**src/rtl/mem_io_bridge_if.sv**
```systemverilog
// Bus bundle between the LC-3 control side and the SRAM/IO bridge.
interface mem_io_bridge_if;
  logic        MIO_EN;
  logic        R_W;
  logic [15:0] MAR;
  logic [15:0] MDR;
  logic [15:0] Switches;
  logic [15:0] SRAM_Data_in;
  logic [15:0] Data_to_CPU;
  logic        Mem_Ready;
  logic [19:0] SRAM_ADDR;
  logic        CE_N;
  logic        OE_N;
  logic        WE_N;
  logic        UB_N;
  logic        LB_N;
  logic [15:0] Data_to_SRAM;
  logic        SRAM_Drive;
  logic [15:0] HEX_Out;

  modport master (
    output MIO_EN, R_W, MAR, MDR, Switches, SRAM_Data_in,
    input  Data_to_CPU, Mem_Ready, SRAM_ADDR, CE_N, OE_N,
    input  WE_N, UB_N, LB_N, Data_to_SRAM, SRAM_Drive, HEX_Out
  );

  modport slave (
    input  MIO_EN, R_W, MAR, MDR, Switches, SRAM_Data_in,
    output Data_to_CPU, Mem_Ready, SRAM_ADDR, CE_N, OE_N,
    output WE_N, UB_N, LB_N, Data_to_SRAM, SRAM_Drive, HEX_Out
  );
endinterface

```
**src/rtl/mem_io_bridge.sv**
```systemverilog
// Memory/IO sequencer: wait-state SRAM strobes, Mem_Ready pulse,
// switch input and hex display register at the IO address.
module mem_io_bridge #(
  parameter int          WAIT_STATES = 2,
  parameter logic [15:0] IO_ADDR     = 16'hFFFF
) (
  input  logic Clk,
  input  logic Reset,
  mem_io_bridge_if.slave bus
);

  typedef enum logic [1:0] {
    S_IDLE,
    S_WAIT,
    S_DONE
  } state_t;

  state_t      state, state_n;
  logic [2:0]  cnt, cnt_n;
  logic        ready;
  logic [15:0] sw_meta, sw_sync;
  logic [15:0] hex;
  logic        is_io;
  logic        sram;
  logic        hex_load;

  assign is_io = (bus.MAR == IO_ADDR);
  assign sram  = bus.MIO_EN & ~is_io & ~Reset;

  always_ff @(posedge Clk) begin
    if (Reset) begin
      state <= S_IDLE;
      cnt   <= 3'd0;
    end else begin
      state <= state_n;
      cnt   <= cnt_n;
    end
  end

  always_comb begin
    state_n = state;
    cnt_n   = cnt;
    ready   = 1'b0;
    unique case (state)
      S_IDLE: begin
        if (bus.MIO_EN) begin
          state_n = S_WAIT;
          cnt_n   = 3'd1;
        end
      end
      S_WAIT: begin
        if (!bus.MIO_EN) begin
          state_n = S_IDLE;
        end else if (cnt == 3'(WAIT_STATES)) begin
          ready   = 1'b1;
          state_n = S_DONE;
        end else begin
          cnt_n = cnt + 3'd1;
        end
      end
      S_DONE: begin
        if (!bus.MIO_EN) state_n = S_IDLE;
      end
      default: state_n = S_IDLE;
    endcase
  end

  // One display load per request: only the first wait cycle qualifies.
  assign hex_load = (state == S_WAIT) & (cnt == 3'd1) &
                    bus.MIO_EN & bus.R_W & is_io;

  always_ff @(posedge Clk) begin
    if (Reset) begin
      sw_meta <= 16'h0;
      sw_sync <= 16'h0;
      hex     <= 16'h0;
    end else begin
      sw_meta <= bus.Switches;
      sw_sync <= sw_meta;
      if (hex_load) hex <= bus.MDR;
    end
  end

  assign bus.Mem_Ready    = ready & ~Reset;
  assign bus.SRAM_ADDR    = {4'h0, bus.MAR};
  assign bus.CE_N         = ~sram;
  assign bus.UB_N         = ~sram;
  assign bus.LB_N         = ~sram;
  assign bus.OE_N         = ~(sram & ~bus.R_W);
  // Cycle 0 of a write is address setup; WE_N waits for the WAIT state.
  assign bus.WE_N         = ~(sram & bus.R_W & (state == S_WAIT));
  assign bus.SRAM_Drive   = sram & bus.R_W;
  assign bus.Data_to_SRAM = bus.MDR;
  assign bus.Data_to_CPU  = is_io ? sw_sync : bus.SRAM_Data_in;
  assign bus.HEX_Out      = hex;

endmodule

```
**src/flat_wrapper.sv**
```systemverilog
// flat-port wrapper written by rule: the top's interface ports become plain ports
module mem_io_bridge_flat 
#(
  parameter int          WAIT_STATES = 2,
  parameter logic [15:0] IO_ADDR     = 16'hFFFF
)
  (Clk, Reset, bus_MIO_EN, bus_R_W, bus_MAR, bus_MDR, bus_Switches, bus_SRAM_Data_in, bus_Data_to_CPU, bus_Mem_Ready, bus_SRAM_ADDR, bus_CE_N, bus_OE_N, bus_WE_N, bus_UB_N, bus_LB_N, bus_Data_to_SRAM, bus_SRAM_Drive, bus_HEX_Out);
  mem_io_bridge_if bus_i ();
  input  logic Clk;
  input  logic Reset;
  input wire logic [$bits(bus_i.MIO_EN)-1:0] bus_MIO_EN;
  input wire logic [$bits(bus_i.R_W)-1:0] bus_R_W;
  input wire logic [$bits(bus_i.MAR)-1:0] bus_MAR;
  input wire logic [$bits(bus_i.MDR)-1:0] bus_MDR;
  input wire logic [$bits(bus_i.Switches)-1:0] bus_Switches;
  input wire logic [$bits(bus_i.SRAM_Data_in)-1:0] bus_SRAM_Data_in;
  output wire logic [$bits(bus_i.Data_to_CPU)-1:0] bus_Data_to_CPU;
  output wire logic [$bits(bus_i.Mem_Ready)-1:0] bus_Mem_Ready;
  output wire logic [$bits(bus_i.SRAM_ADDR)-1:0] bus_SRAM_ADDR;
  output wire logic [$bits(bus_i.CE_N)-1:0] bus_CE_N;
  output wire logic [$bits(bus_i.OE_N)-1:0] bus_OE_N;
  output wire logic [$bits(bus_i.WE_N)-1:0] bus_WE_N;
  output wire logic [$bits(bus_i.UB_N)-1:0] bus_UB_N;
  output wire logic [$bits(bus_i.LB_N)-1:0] bus_LB_N;
  output wire logic [$bits(bus_i.Data_to_SRAM)-1:0] bus_Data_to_SRAM;
  output wire logic [$bits(bus_i.SRAM_Drive)-1:0] bus_SRAM_Drive;
  output wire logic [$bits(bus_i.HEX_Out)-1:0] bus_HEX_Out;
  assign bus_i.MIO_EN = bus_MIO_EN;
  assign bus_i.R_W = bus_R_W;
  assign bus_i.MAR = bus_MAR;
  assign bus_i.MDR = bus_MDR;
  assign bus_i.Switches = bus_Switches;
  assign bus_i.SRAM_Data_in = bus_SRAM_Data_in;
  assign bus_Data_to_CPU = bus_i.Data_to_CPU;
  assign bus_Mem_Ready = bus_i.Mem_Ready;
  assign bus_SRAM_ADDR = bus_i.SRAM_ADDR;
  assign bus_CE_N = bus_i.CE_N;
  assign bus_OE_N = bus_i.OE_N;
  assign bus_WE_N = bus_i.WE_N;
  assign bus_UB_N = bus_i.UB_N;
  assign bus_LB_N = bus_i.LB_N;
  assign bus_Data_to_SRAM = bus_i.Data_to_SRAM;
  assign bus_SRAM_Drive = bus_i.SRAM_Drive;
  assign bus_HEX_Out = bus_i.HEX_Out;
  mem_io_bridge #(.WAIT_STATES(WAIT_STATES), .IO_ADDR(IO_ADDR)) u_core (.Clk(Clk), .Reset(Reset), .bus(bus_i));
endmodule
```
**config.mk**
```make
export PLATFORM = sky130hd
export DESIGN_NAME = mem_io_bridge_flat
export DESIGN_NICKNAME = d
export VERILOG_FILES = /design/src/rtl/mem_io_bridge_if.sv /design/src/rtl/mem_io_bridge.sv /design/src/flat_wrapper.sv
export SDC_FILE = /design/constraint.sdc
export NUM_CORES = 1
export LEC_CHECK = 0
export BUFFER_PORTS_ARGS = -buffer_cell sky130_fd_sc_hd__buf_2
export CORE_ASPECT_RATIO = 1.25
export CORE_MARGIN = 2
export CORE_UTILIZATION = 43
export CTS_CLUSTER_SIZE = 20
export DETAILED_ROUTE_END_ITERATION = 10
export GPL_TIMING_DRIVEN = 0
export HOLD_SLACK_MARGIN = 0.03
export PLACE_DENSITY_LB_ADDON = 0.3
export SYNTH_ARGS = -nofsm -noshare
export SYNTH_HDL_FRONTEND = slang
export SYNTH_SLANG_ARGS = --single-unit
export TNS_END_PERCENT = 1
```
**constraint.sdc**
```tcl
create_clock -name Clk -period 1.8 [get_ports Clk]
set_input_delay 0.09 -clock Clk [delete_from_list [all_inputs] [get_ports Clk]]
set_output_delay 0.09 -clock Clk [all_outputs]
set_load 0.005 [all_outputs]
```
# Word-level counts from Yosys, hierarchy flattened
# Index checks and enable logic that the tools add are counted.
# op_classes
add_sub_neg	1
n_mux	13
n_eq_ne	10
bitwise_logic	16
reduce_logical	4
# ops
cell	n
== test 16 bit (second input constant)	1
two-way mux 16 bit	1
bitwise AND 1 bit	10
two-way mux 3 bit	3
two-way mux 2 bit	4
!= test 2 bit (second input constant)	4
inverter 1 bit	6
one-hot mux 2 bit (3 select lines)	1
one-hot mux 3 bit (2 select lines)	1
AND reduction 4 bit	1
adder 3 x 1 -> 3 bit (second input constant)	1
== test 3 x 1 -> 1 bit (second input constant)	1
== test 3 x 2 -> 1 bit (second input constant)	1
two-way mux 1 bit	3
!= test 3 x 2 -> 1 bit (second input constant)	1
AND reduction 3 bit	1
== test 2 x 1 -> 1 bit (second input constant)	1
== test 2 bit (second input constant)	1
zero test 2 bit	1
nonzero test 2 bit	1
# totals
reg_bits	53
in_bits	68
word_cells	49
out_inout_bits	75

# Depth between registers and ports, before layout
# depth
word_depth	7
depth_mapped	7
ltp_nobuf	5

# Worst setup path after synthesis
# OpenSTA, ideal clock, no wires.
# synth_path
path_kind	in2reg
start	in bus_MAR[1]
end	reg u_core.hex[10] (netlist: u_core.bus.HEX_Out[10])
required_ps	1728
n_path_buf	2
arrival_time_ps	1401
stages	6
slack_ps	327
cell_sequence	nand4_1 nor4_4 and3_1 buf_6 buf_12 mux2i_1
# synth_via
elab_chain_len	2
# synth_rtl
element	line_no	source
start: declaration	flat_wrapper.sv:13	input wire logic [$bits(bus_i.MAR)-1:0] bus_MAR;
== test 16 bit	mem_io_bridge.sv:27	assign is_io = (bus.MAR == IO_ADDR);
bitwise AND 1 bit	mem_io_bridge.sv:70	bus.MIO_EN & bus.R_W & is_io;
end signal: assignment	mem_io_bridge.sv:80	if (hex_load) hex <= bus.MDR;
end: declaration	mem_io_bridge.sv:22	logic [15:0] hex;
# No other way between the ends.
# A chain may end at the register's enable or synchronous reset.

# Worst setup path after layout
# layout_path
start	in bus_MAR[9]
end	out bus_Data_to_CPU[9]
# layout_via
elab_chain_len	2
# layout_rtl
element	line_no	source
== test 16 bit	mem_io_bridge.sv:27	
two-way mux 16 bit	mem_io_bridge.sv:94	assign bus.Data_to_CPU = is_io ? sw_sync : bus.SRAM_Data_in;
end: declaration	flat_wrapper.sv:17	output wire logic [$bits(bus_i.Data_to_CPU)-1:0] bus_Data_to_CPU;
# No other way between the ends.

==> results_dict.tcl <==
set metrics [dict create \
    end_kind "output port" \
    synthArstFlopShare_pct 0 \
    grt_start_max_net_pins 18 \
    setup_slack_ps 220 \
    grt_usage_pct 16.4 \
    cts_buffer_depth 2 \
    grt_util_met3_pct 3.80 \
    worstSetupPathType "primary input to output port" \
    synth_top_area_share_pct 44.2 \
    hold_violations 0 \
    die_x_um 70.9 \
    start_util_pct 44.4 \
    yosys_warnings 0 \
    ff2ff_setup_slack_ps 280 \
    clock-sinks 53 \
    dr.pass1.iters 4 \
    hold_class "primary input to flip-flop" \
    area_growth_pct 43.3 \
    dp_cells 439 \
    cts_tree "yes" \
    worstSkewPairLatency_ps 300 \
    path_clk_slew_ps 100 \
    die_y_um 87.6 \
    cts-root-buf "clkbuf_8" \
    syn_avg_cell_area_sq_um 10.3 \
    drt_iter0_drc 54 \
    num_io_pins 143 \
    synthTopCellsByCount "dfxtp_1, buf_4, nor2b_1" \
    n_fill_cell 480 \
    whs_ps 44.6 \
    htree_levels 2 \
    seq_area_frac_synth_pct 44.2 \
    slew_violations 0 \
    dr_total_vias 2051 \
    met2_usage_pct 32.9 \
    setup_violations 0 \
    synth_edf_count 0 \
    die-area_sq_mm 0.00620 \
    final_cells 464 \
    syn_inst 234 \
    cp-start-kind "primary input" \
    worstPathMaxFanout 10 \
    skew_ps 6.99 \
    fin_area_sq_mm 0.00344 \
    drive_above_1_share_pct 51.5 \
    fin_nets 470 \
    row_count 30 \
    synth_area_leaders "dfxtp_1, buf_4, nor2b_1" \
    coreArea_sq_mm 0.00541 \
    p_leak_nw 1.66 \
    grt-ovfl-total 0 \
    gp_congestion 0.819 \
    status "finished clean" \
    power.density_mw_per_mm2 648 \
    area.sequential_sq_mm 0.00106 \
    finalCritPeriodShare_pct 87.8 \
    use_met1_pct 16.2 \
    yosysTopAreaCell "dfxtp_1" \
    cp.required_ps 1710 \
    r2r-end "u_core.bus.HEX_Out[13]" \
    syn_area_sq_mm 0.00240 \
    pre_cts_slack_ps -200 \
    crit_arrival_ps 1490 \
    final_antenna_net_count 0 \
    worstReg2RegStart "u_core.state[0]" \
    worst_hold_path.endpoint "u_core.bus.HEX_Out[3]" \
    fmax_mhz 633 \
    viasPerCell 4.42 \
    place_area_sq_mm 0.00318 \
    holdPathStages 3 \
    fin_crit_ps 1580 \
    cts_buffers 5 \
    ff2ff_path_depth 5 \
    drc 0 \
    synth_flop_cell "dfxtp_1" \
    multiInputGateArea_sq_um 993 \
    yosysUniqueCellTypes 29 \
    max-cap-violations 0 \
    routed_wl_um 5300 \
    diodes 0 \
    grt_setup_unrepaired "no" \
    antenna_found_initial 0 \
    placement.io_buffers 138 \
    wire_per_inst_um 11.4 \
    grt_pass1_wl_um 8140 \
    min-delay-start "bus_MDR[3]" \
    grt_pass1_vias 1930 \
    startpoint "bus_MAR[9]" \
    busiest_layer "met2" \
    synth_seq_cells 53 \
    ir_drop_uv 574 \
    yosysMostFrequentCell "dfxtp_1" \
    detailed_place_hpwl_um 4090 \
]
-- through the flow --
step                setup TNS (ps)  total power, mW  utilization [%]
global route                     0             2.33             63.7
CTS                              0             2.26             63.7
global placement             -1910             1.56             58.9
detailed placement           -2800             1.57             58.9
finish                           0             2.23             63.7
floorplan                        0             1.41                -
-- critical path, cell delays in order --
cell     delay (ps)
buf_2            90
nand4_1         150
nor4_4          340
buf_2           310
mux2_2          370
buf_2           130
-- metal layers --
metal  vias up  routed length (um)  part of all wire (%)
li1       1043                   -                     -
met1       915                1860                    35
met2        84                2980                    56
met3         9                 374                   7.1
met4         0                  81                   1.5
met5         -                   0                     0
-- final cells by class --
cell class | instances | share of cell area (%)
buffer | 48 | 10.1
tap | 64 | 2.33
timing repair buffer | 155 | 24.9
multi-input combinational | 133 | 28.9
clock buffer | 5 | 2.00
clock inverter | 3 | 0.618
inverter | 3 | 0.327
sequential | 53 | 30.8
-- power by group --
group	switching [mW]	internal (mW)	leakage, nW
sequential	0.0112	1.21	0.435
clock	0.390	0.277	0.0445
combinational	0.123	0.221	1.18
-- cells by family (layout without fill, tap and decap cells) --
group                      after synthesis  count (layout)  share of synthesized area [%]
buffers and inverters                   51             214                           14.9
muxes                                   32              32                           14.2
and+or+nand+nor                         88              88                           23.6
other                                    1               4                          0.156
DFF                                     53              53                           44.2
adders and majority gates                3               3                           1.56
AOI/OAI and AO/OA                        6               6                           1.41
-- how the worst max path moves through the flow --
stage | end | cells after the start
global route | bus_Data_to_CPU[9] | 6
CTS | bus_Data_to_CPU[9] | 6
global placement | bus_Data_to_CPU[9] | 6
finish | bus_Data_to_CPU[9] | 6
floorplan | u_core.bus.HEX_Out[10] | 6
detailed placement | bus_Data_to_CPU[9] | 6
-- state kept, by name, summed over array words and instances, names as in the netlist --
register	flops
u_core.cnt	3
u_core.state	2
u_core.bus.HEX_Out	16
u_core.sw_sync	16
u_core.sw_meta	16
-- layout by cell type (no fill, tap or decap), types with 4 or more instances in the layout --
cell	count
dlygate4sd3_1	16
clkbuf_1	7
mux2_2	16
buf_2	139
nand4_1	4
mux2i_1	16
buf_4	39
dfxtp_1	53
clkbuf_8	5
nand2b_1	35
nor2b_1	36
conb_1	4
-- timing repair --
| item | 4_1_cts | 5_1_grt |
|---|---|---|
| hold buffers | 16 | 0 |
| gates resized for setup | 0 | 0 |
| buffers inserted | 1 | 0 |
| endpoints found under the hold margin | 16 | 0 |
| setup endpoints to repair | 14 | 0 |
Power figures use the tool's default switching activity.
